<file path="config.mk">
export PLATFORM = sky130hd
export DESIGN_NAME = move_arbiter_flat
export DESIGN_NICKNAME = d
export VERILOG_FILES = /design/src/rtl/move_arbiter_pkg.sv /design/src/rtl/move_arbiter_if.sv /design/src/rtl/move_arbiter_cell_legal.sv /design/src/rtl/move_arbiter.sv /design/src/flat_wrapper.sv
export SDC_FILE = /design/constraint.sdc
export NUM_CORES = 1
export LEC_CHECK = 0
export ABC_AREA = 1
export CORE_UTILIZATION = 39
export DETAILED_ROUTE_END_ITERATION = 6
export HOLD_SLACK_MARGIN = 0.02
export PLACE_DENSITY = 0.83
export SLEW_MARGIN = 20
export SYNTH_ARGS = -nofsm -noshare
export SYNTH_HDL_FRONTEND = slang
export SYNTH_SLANG_ARGS = --single-unit
</file>
<file path="constraint.sdc">
create_clock -name clock -period 2 [get_ports clock]
set_input_delay 0.3 -clock clock [delete_from_list [all_inputs] [get_ports clock]]
set_output_delay 0.3 -clock clock [all_outputs]
set_load 0.01 [all_outputs]
</file>
<file path="src/rtl/move_arbiter_pkg.sv">
// Shared types and codes for the tic-tac-toe move arbiter.
package ttt_pkg;
    localparam int NUM_CELLS = 9;

    typedef enum logic [2:0] {IDLE, P_TURN, C_TURN, WRITE, EVAL, DONE} state_t;

    localparam logic [1:0] EMPTY  = 2'b00;
    localparam logic [1:0] PLAYER = 2'b01;
    localparam logic [1:0] COMP   = 2'b10;

    localparam logic [1:0] TURN_NONE = 2'b00;
    localparam logic [1:0] TURN_P    = 2'b01;
    localparam logic [1:0] TURN_C    = 2'b10;

    // Out-of-range positions map to an all-zero strobe.
    function automatic logic [NUM_CELLS-1:0] cell_onehot(input logic [3:0] pos);
        cell_onehot = '0;
        for (int k = 0; k < NUM_CELLS; k++)
            if (pos == 4'(k)) cell_onehot[k] = 1'b1;
    endfunction
endpackage

</file>
<file path="src/rtl/move_arbiter_if.sv">
// Game-side bus of the move arbiter: move handshakes, board status, write strobe, status.
interface move_arbiter_if;
    import ttt_pkg::*;

    logic                   start;
    logic                   first_comp;
    logic                   p_valid;
    logic                   p_ready;
    logic [3:0]             p_pos;
    logic                   c_valid;
    logic                   c_ready;
    logic [3:0]             c_pos;
    logic [2*NUM_CELLS-1:0] board;
    logic                   win;
    logic                   filled;
    logic [NUM_CELLS-1:0]   wr_en;
    logic [1:0]             wr_who;
    logic [1:0]             turn;
    logic [3:0]             move_cnt;
    logic                   illegal;
    logic                   timeout;
    logic                   game_over;

    modport master (
        output start, first_comp, p_valid, p_pos, c_valid, c_pos, board, win, filled,
        input  p_ready, c_ready, wr_en, wr_who, turn, move_cnt, illegal, timeout, game_over
    );

    modport slave (
        input  start, first_comp, p_valid, p_pos, c_valid, c_pos, board, win, filled,
        output p_ready, c_ready, wr_en, wr_who, turn, move_cnt, illegal, timeout, game_over
    );
endinterface

</file>
<file path="src/rtl/move_arbiter_cell_legal.sv">
// Combinational legality check: position in range and target cell empty.
module cell_legal
    import ttt_pkg::*;
(
    input  logic [3:0]             pos,
    input  logic [2*NUM_CELLS-1:0] board,
    output logic                   legal
);
    always_comb begin
        legal = 1'b0;
        for (int k = 0; k < NUM_CELLS; k++)
            if (pos == 4'(k)) legal = (board[2*k +: 2] == EMPTY);
    end
endmodule

</file>
<file path="src/rtl/move_arbiter.sv">
// Turn arbiter between player and computer; writes legal moves and tracks game state.
// Optional per-turn timeout is enabled by defining TURN_TIMEOUT_EN.
module move_arbiter
    import ttt_pkg::*;
#(
    parameter int TIMEOUT_CYC = 255
)(
    input  logic          clock,
    input  logic          reset,
    move_arbiter_if.slave bus
);
    state_t     state, state_n;
    logic       mover_c;
    logic       side_c;
    logic [3:0] sel_pos;
    logic       hs;
    logic       pos_ok;
    logic       take, bad, tmo;
    logic       expire;
    logic       restart;

    // Readies are registered and only high in their own turn, so hs is already side-qualified.
    assign side_c  = (state == C_TURN);
    assign sel_pos = side_c ? bus.c_pos : bus.p_pos;
    assign hs      = side_c ? (bus.c_valid & bus.c_ready) : (bus.p_valid & bus.p_ready);
    assign restart = ((state == IDLE) || (state == DONE)) && bus.start;

    cell_legal u_legal (
        .pos   (sel_pos),
        .board (bus.board),
        .legal (pos_ok)
    );

`ifdef TURN_TIMEOUT_EN
    logic [15:0] timer;
    assign expire = ((state == P_TURN) || (state == C_TURN)) && (timer == 16'(TIMEOUT_CYC - 1));
`else
    assign expire      = 1'b0;
    assign bus.timeout = 1'b0;
`endif

    always_comb begin
        state_n = state;
        take    = 1'b0;
        bad     = 1'b0;
        tmo     = 1'b0;
        case (state)
            IDLE, DONE: if (bus.start) state_n = bus.first_comp ? C_TURN : P_TURN;
            P_TURN, C_TURN: begin
                // A handshake on the expiry edge takes precedence over the timeout.
                if (hs) begin
                    if (pos_ok) begin
                        take    = 1'b1;
                        state_n = WRITE;
                    end else begin
                        bad = 1'b1;
                    end
                end else if (expire) begin
                    tmo     = 1'b1;
                    state_n = side_c ? P_TURN : C_TURN;
                end
            end
            WRITE:   state_n = EVAL;
            EVAL:    state_n = (bus.win || bus.filled) ? DONE : (mover_c ? P_TURN : C_TURN);
            default: state_n = IDLE;
        endcase
    end

    always_ff @(posedge clock or posedge reset) begin
        if (reset) begin
            state         <= IDLE;
            mover_c       <= 1'b0;
            bus.p_ready   <= 1'b0;
            bus.c_ready   <= 1'b0;
            bus.turn      <= TURN_NONE;
            bus.wr_en     <= '0;
            bus.wr_who    <= EMPTY;
            bus.move_cnt  <= '0;
            bus.illegal   <= 1'b0;
            bus.game_over <= 1'b0;
`ifdef TURN_TIMEOUT_EN
            bus.timeout   <= 1'b0;
            timer         <= '0;
`endif
        end else begin
            state         <= state_n;
            bus.p_ready   <= (state_n == P_TURN);
            bus.c_ready   <= (state_n == C_TURN);
            bus.turn      <= (state_n == P_TURN) ? TURN_P :
                             (state_n == C_TURN) ? TURN_C : TURN_NONE;
            bus.game_over <= (state_n == DONE);
            bus.illegal   <= bad;
            bus.wr_en     <= take ? cell_onehot(sel_pos) : '0;
            bus.wr_who    <= take ? (side_c ? COMP : PLAYER) : EMPTY;
            if (take) mover_c <= side_c;
            if (restart)
                bus.move_cnt <= '0;
            else if (take && (bus.move_cnt < 4'd9))
                bus.move_cnt <= bus.move_cnt + 4'd1;
`ifdef TURN_TIMEOUT_EN
            bus.timeout <= tmo;
            // Any state change (including a timeout hand-over) restarts the turn timer.
            if ((state_n == state) && ((state == P_TURN) || (state == C_TURN)))
                timer <= timer + 16'd1;
            else
                timer <= '0;
`endif
        end
    end
endmodule

</file>
<file path="src/flat_wrapper.sv">
// flat-port wrapper written by rule: the top's interface ports become plain ports
module move_arbiter_flat import ttt_pkg::*;
#(
    parameter int TIMEOUT_CYC = 255
)
  (clock, reset, bus_start, bus_first_comp, bus_p_valid, bus_p_pos, bus_c_valid, bus_c_pos, bus_board, bus_win, bus_filled, bus_p_ready, bus_c_ready, bus_wr_en, bus_wr_who, bus_turn, bus_move_cnt, bus_illegal, bus_timeout, bus_game_over);
  move_arbiter_if bus_i ();
  input  logic clock;
  input  logic reset;
  input wire logic [$bits(bus_i.start)-1:0] bus_start;
  input wire logic [$bits(bus_i.first_comp)-1:0] bus_first_comp;
  input wire logic [$bits(bus_i.p_valid)-1:0] bus_p_valid;
  input wire logic [$bits(bus_i.p_pos)-1:0] bus_p_pos;
  input wire logic [$bits(bus_i.c_valid)-1:0] bus_c_valid;
  input wire logic [$bits(bus_i.c_pos)-1:0] bus_c_pos;
  input wire logic [$bits(bus_i.board)-1:0] bus_board;
  input wire logic [$bits(bus_i.win)-1:0] bus_win;
  input wire logic [$bits(bus_i.filled)-1:0] bus_filled;
  output wire logic [$bits(bus_i.p_ready)-1:0] bus_p_ready;
  output wire logic [$bits(bus_i.c_ready)-1:0] bus_c_ready;
  output wire logic [$bits(bus_i.wr_en)-1:0] bus_wr_en;
  output wire logic [$bits(bus_i.wr_who)-1:0] bus_wr_who;
  output wire logic [$bits(bus_i.turn)-1:0] bus_turn;
  output wire logic [$bits(bus_i.move_cnt)-1:0] bus_move_cnt;
  output wire logic [$bits(bus_i.illegal)-1:0] bus_illegal;
  output wire logic [$bits(bus_i.timeout)-1:0] bus_timeout;
  output wire logic [$bits(bus_i.game_over)-1:0] bus_game_over;
  assign bus_i.start = bus_start;
  assign bus_i.first_comp = bus_first_comp;
  assign bus_i.p_valid = bus_p_valid;
  assign bus_i.p_pos = bus_p_pos;
  assign bus_i.c_valid = bus_c_valid;
  assign bus_i.c_pos = bus_c_pos;
  assign bus_i.board = bus_board;
  assign bus_i.win = bus_win;
  assign bus_i.filled = bus_filled;
  assign bus_p_ready = bus_i.p_ready;
  assign bus_c_ready = bus_i.c_ready;
  assign bus_wr_en = bus_i.wr_en;
  assign bus_wr_who = bus_i.wr_who;
  assign bus_turn = bus_i.turn;
  assign bus_move_cnt = bus_i.move_cnt;
  assign bus_illegal = bus_i.illegal;
  assign bus_timeout = bus_i.timeout;
  assign bus_game_over = bus_i.game_over;
  move_arbiter #(.TIMEOUT_CYC(TIMEOUT_CYC)) u_core (.clock(clock), .reset(reset), .bus(bus_i));
endmodule
</file>
; ---- Word-level counts from Yosys, hierarchy flattened
; Index checks and enable logic that the tools add are counted.
[classes]
add_sub_neg = 1
reduce_logical = 18
multipliers = 0
n_shift = 0
div = 0
bitwise = 2
n_mux = 40
eq_ne = 16
order_cmp = 1
[op_table]
columns = cell, count
row1 = $mux 1, 25
row2 = $logic_not 2->1, 9
row3 = $eq 4x3->1 const B, 4
row4 = $mux 2, 6
row5 = $mux 3, 4
row6 = $mux 4, 3
row7 = $pmux 3 s4, 1
row8 = $eq 3x2->1 const B, 3
row9 = $eq 3x3->1 const B, 3
row10 = $mux 9, 1
row11 = $eq 4x2->1 const B, 2
row12 = $eq 3x1->1 const B, 2
row13 = $add 4x1->4 const B, 1
row14 = $eq 4x1->1 const B, 1
row15 = $eq 4x4->1 const B, 1
row16 = $logic_not 4->1, 1
row17 = $lt 4x4->1 const B, 1
row18 = $reduce_or 2->1, 2
row19 = $logic_not 3->1, 1
row20 = $and 1x1->1, 2
row21 = $logic_and 1x1->1, 2
row22 = $logic_or 1x1->1, 2
row23 = $reduce_bool 2->1, 1
[totals]
register_bits = 25
output_inout_bits = 22
latch_bits = 0
rom_bits = 0
n_memories = 0
ram_bits = 0
in_bits = 34

; ---- Depth between registers and ports, before layout
[logic_depth]
word_depth = 18
ltp_mapped = 17

; ---- Cells and area by module
; Synthesis repeated with hierarchy kept, for this count alone.
[unflattened]
hier_cells = 180
area_unflattened_um2 = 1342.5
[modules_own_cells]
columns = module, area_each_um2, cells_per_inst, instances
row1 = move_arbiter, 1192.4, 143, 1
row2 = cell_legal, 150.1, 37, 1

; ---- Least setup slack after synthesis
; Ideal clock, no wire load.
[synth_path]
path_type = reg-to-reg
from = register u_core.state[2]
to = register u_core.bus.wr_en[6]
setup_slack_ns = -0.008
t_required_ns = 1.931
arrival_time_ns = 1.939
synth_period_minus_slack_ns = 2.008
path_buffers = 2
stages_incl_launch_ff = 13
path_cell_list = dfrtp_1 > nor2_4 > nand2_2 > buf_6 > nand2_2 > nand2_2 > nor2_4 > inv_2 > or4_4 > nand3_4 > nand2_4 > buf_6 > nor2_2
[synth_between]
elab_chain_len = 16
[synth_lines]
columns = item, line
row1 = start: declaration, move_arbiter.sv:12  ; state_t state, state_n;
row2 = start signal: assignment, move_arbiter.sv:86  ; state <= state_n;
row3 = $eq 3x2->1, n/a
row4 = $mux 4, move_arbiter.sv:24  ; assign sel_pos = side_c ? bus.c_pos : bus.p_pos;
row5 = $logic_not 4->1, move_arbiter_cell_legal.sv:12  ; if (pos == 4'(k)) legal = (board[2*k +: 2] == EMPTY);
row6 = $mux 1 (9 in series), move_arbiter_cell_legal.sv:12
row7 = $mux 1, move_arbiter.sv:52  ; if (pos_ok) begin
row8 = $mux 1, move_arbiter.sv:51  ; if (hs) begin
row9 = $mux 1, move_arbiter.sv:47  ; case (state)
row10 = $mux 9 (*), move_arbiter.sv:93  ; bus.wr_en <= take ? cell_onehot(sel_pos) : '0;
row11 = end signal: assignment, move_arbiter.sv:93
row12 = end: declaration, move_arbiter_if.sv:31  ; output p_ready, c_ready, wr_en, wr_who, turn, move_cnt, illegal, timeout, game_over
; Mark *: on every way between the ends. The rest lies on a longest branch, timed or not.
; A chain may end at the register's enable or synchronous reset.

; ---- Final worst setup path
[layout_path]
from = register u_core.state[2]
to = register u_core.bus.move_cnt[1]
[layout_between]
elab_chain_len = 17
[layout_lines]
columns = item, line
row1 = $eq 3x2->1, n/a
row2 = $mux 4, move_arbiter.sv:24
row3 = $logic_not 4->1, move_arbiter_cell_legal.sv:12
row4 = $mux 1 (9 in series), move_arbiter_cell_legal.sv:12
row5 = $mux 1, move_arbiter.sv:52
row6 = $mux 1, move_arbiter.sv:51
row7 = $mux 1, move_arbiter.sv:47
row8 = $logic_and 1x1->1, move_arbiter.sv:98  ; else if (take && (bus.move_cnt < 4'd9))
row9 = $reduce_bool 2->1 (no source line), n/a
row10 = end signal: assignment, move_arbiter.sv:99  ; bus.move_cnt <= bus.move_cnt + 4'd1;
row11 = end: declaration, move_arbiter_if.sv:31
; Several ways; a longest one is shown, not always the timed one.

==> results.py <==
metrics = {
    "run_status": {
        "status": "finished, violations left",
        "violations": "negative setup slack",
    },
    "placement": {
        "routabilityCongestion": 0.8451,
        "dp_hpwl_um": 2705,
        "placedCellCount": 305,
        "io_buffers": 54,
    },
    "sta": {
        "hold_viol_final": 0,
        "setup_ws_ns": -0.1063,
        "fin_crit_ns": 2.106,
        "clock_skew_ns": 0.01125,
        "grt_setup_unrepaired": "true",
        "finalSetupViolations": 22,
        "clock.fmax_mhz": 474.8,
        "maxSlewViolCount": 0,
        "worst_hold_slack_ns": 0.2865,
        "post-route-period-util_pct": 105.3,
    },
    "die": {
        "ios": 56,
        "fp.dieW_um": 62.35,
        "row_count": 21,
        "dieArea_mm2": 0.003887,
        "die_h_um": 62.35,
        "core_mm2": 0.003416,
        "start_util_pct": 41.58,
    },
    "yosys": {
        "synth_cells": 186,
        "synth_top_family_by_area": "simple AND/OR/NAND/NOR gates",
        "synth_mux_area_share_pct": 0,
        "synth_simple_gate_area_share_pct": 39.65,
        "synthAdderAreaFrac_pct": 1.762,
        "synth_compound_area_share_pct": 3.877,
        "yosysTopAreaCell": "dfrtp_1",
        "ys_types": 27,
        "synthTopCellsByArea": "dfrtp_1, nand2_1, inv_1",
        "synth-xor-area-share_pct": 1.233,
        "synth_top_area_share_pct": 42.29,
        "syn_area_per_cell_um2": 7.635,
        "syn_area_mm2": 0.001420,
        "syn_nets": 222,
        "synth_seq_cells": 24,
        "ys_warn_count": 0,
        "synth-seq-area-share_pct": 42.29,
    },
    "clock_network": {
        "clk_path_buf_depth": 2,
        "clkLatencyLatePin_ns": 0.33,
        "clkTransAtPathRegs_ns": 0.15,
        "cts_tree": "built",
        "root_buffer": "clkbuf_4",
        "cts_buffers": 3,
        "clock_sinks": 24,
        "htree_num_levels": 1,
    },
    "final_layout": {
        "fin_util_pct": 73.59,
        "syn2layout_area_growth_pct": 77.00,
        "final_cells": 318,
        "fin_nets": 309,
        "layout_commonest_cell": "clkdlybuf4s50_1",
        "diodes": 0,
        "final_layout_size_suffix_gt1_share_pct": 32.72,
        "layout_common_cells": "clkdlybuf4s50_1, nand2_1, buf_4, inv_1, dfrtp_1",
    },
    "global_routing": {
        "antenna_found_initial": 0,
        "grt.total_usage_pct": 20.31,
        "overflow": 0,
        "grt_pass1_wl_um": 6216,
        "grt_pass1_vias": 1349,
        "grt_max_degree": 25,
    },
    "detailed_routing": {
        "vias": 1511,
        "wl_per_cell_um": 13.47,
        "dr.pass1.iters": 4,
        "drt_iter0_drc": 45,
        "vias_per_cell": 4.752,
        "ant_nets": 0,
        "drt-total-wl_um": 4283,
        "post-route-drc-count": 0,
    },
    "pwr": {
        "peakVddDrop_v": 0.0006892,
        "leakage_nw": 1.177,
        "power_density_mw_per_mm2": 957.9,
    },
    "setup_path": {
        "cp.required_ns": 2.23,
        "cp_data_arrival_time_ns": 2.34,
        "critPathMaxFanout": 7,
        "endpoint_kind": "register",
        "start_kind": "register",
        "rrSetupSlack_ns": -0.11,
        "critical_path_class": "register to register",
    },
    "run": {
        "maxCapViolCount": 0,
    },
    "min_path": {
        "worstHoldPathType": "input pin to async pin",
    },
}
## timing repair
item	CTS	global route
pin swaps	9	16
gates cloned	0	1
setup buffers	4	4
hold buffers	0	0
setup endpoints to repair	22	23
gates resized for setup	11	41
## path summary, 6_finish.rpt
path                                 start                      to  cells past startpoint
min in group clock          u_core.mover_c          u_core.mover_c                      2
max                        u_core.state[2]  u_core.bus.move_cnt[1]                     10
max reg2reg                u_core.state[2]  u_core.bus.move_cnt[1]                     10
max in group asynchronous            reset     u_core.bus.wr_en[2]                      3
min reg2reg                 u_core.mover_c          u_core.mover_c                      2
min                                  reset  u_core.bus.move_cnt[0]                      3
## cell usage after synthesis
master / instances
ha_1: 2
inv_1: 28
a31oi_1: 1
nand2_4: 1
conb_1: 1
buf_4: 2
nand3b_1: 2
nor3_1: 5
o311ai_0: 1
nor2_4: 4
xnor2_1: 2
a21oi_1: 3
dfrtp_1: 24
o21ai_0: 5
inv_2: 2
nand2_2: 5
nor2_2: 8
nand2_1: 43
nand3_1: 19
nand3_2: 1
nand3_4: 1
nand4_1: 2
nor2_1: 19
or4_4: 1
buf_6: 2
buf_2: 1
or2_2: 1
## critical path: stages (launching register included)
cell     delay [ns]
dfrtp_1        0.45
nor2_4         0.16
buf_6          0.16
nand3_4        0.10
nand2_8        0.12
nand2_4        0.07
or4_4          0.49
nand3_4        0.17
nand3_4        0.13
nand3_1        0.11
nand2_1        0.05
## power by group
group	internal, W	total (W)	leakage, nW	switching (W)
combinational	0.000667	0.00148	0.831	0.000810
clock	0.000112	0.000276	0.0210	0.000164
sequential	0.000575	0.000655	0.325	0.0000797
total	0.00135	0.00241	1.18	0.00105
## kinds of logic after synthesis
group | after synthesis
AOI/OAI and AO/OA | 10
xor gates and xnor gates | 2
adders and majority gates | 2
buffers and inverters | 35
DFF | 24
other | 1
and+or+nand+nor | 112
## cell type report
| class | count | area [um2] |
|---|---|---|
| Sequential cell | 24 | 600.6 |
| Timing Repair Buffer | 86 | 797.0 |
| Multi-Input combinational cell | 128 | 907.1 |
| Tap cell | 46 | 57.56 |
| Fill cell | 241 | 902.1 |
| Inverter | 30 | 115.1 |
| Clock buffer | 4 | 36.28 |
## sequential cells by signal, indices dropped and copies added (netlist names)
signal                flops
u_core.bus.wr_en          9
u_core.bus.turn           2
u_core.bus.game_over      1
u_core.bus.wr_who         2
u_core.mover_c            1
u_core.bus.illegal        1
u_core.state              3
u_core.bus.move_cnt       4
u_core.bus.c_ready        1
## metrics by stage
stage,setup WS (ns),TNS (ns),instance area (um2),total power (W)
after CTS,-0.009985,-0.02330,2282,0.002107
after global placement,-0.1131,-1.939,2168,0.001716
after floorplan,-0.007813,-0.05399,1424,0.001262
after global routing,-0.2185,-3.855,2514,0.002560
final,-0.1063,-1.518,2514,0.002408
after detailed placement,-0.2002,-3.759,2168,0.001740
## routing by layer
metal  track usage, %  up-vias  wire length (um)  part of all wire (%)
met1            27.62      707              1754                    41
met5                0        -                 0                     0
li1                 -      754                 -                     -
met3            1.838       12               105                   2.5
met2            33.93       38              2284                    53
met4            6.686        0               139                   3.2
Power figures use the tool's default switching activity.
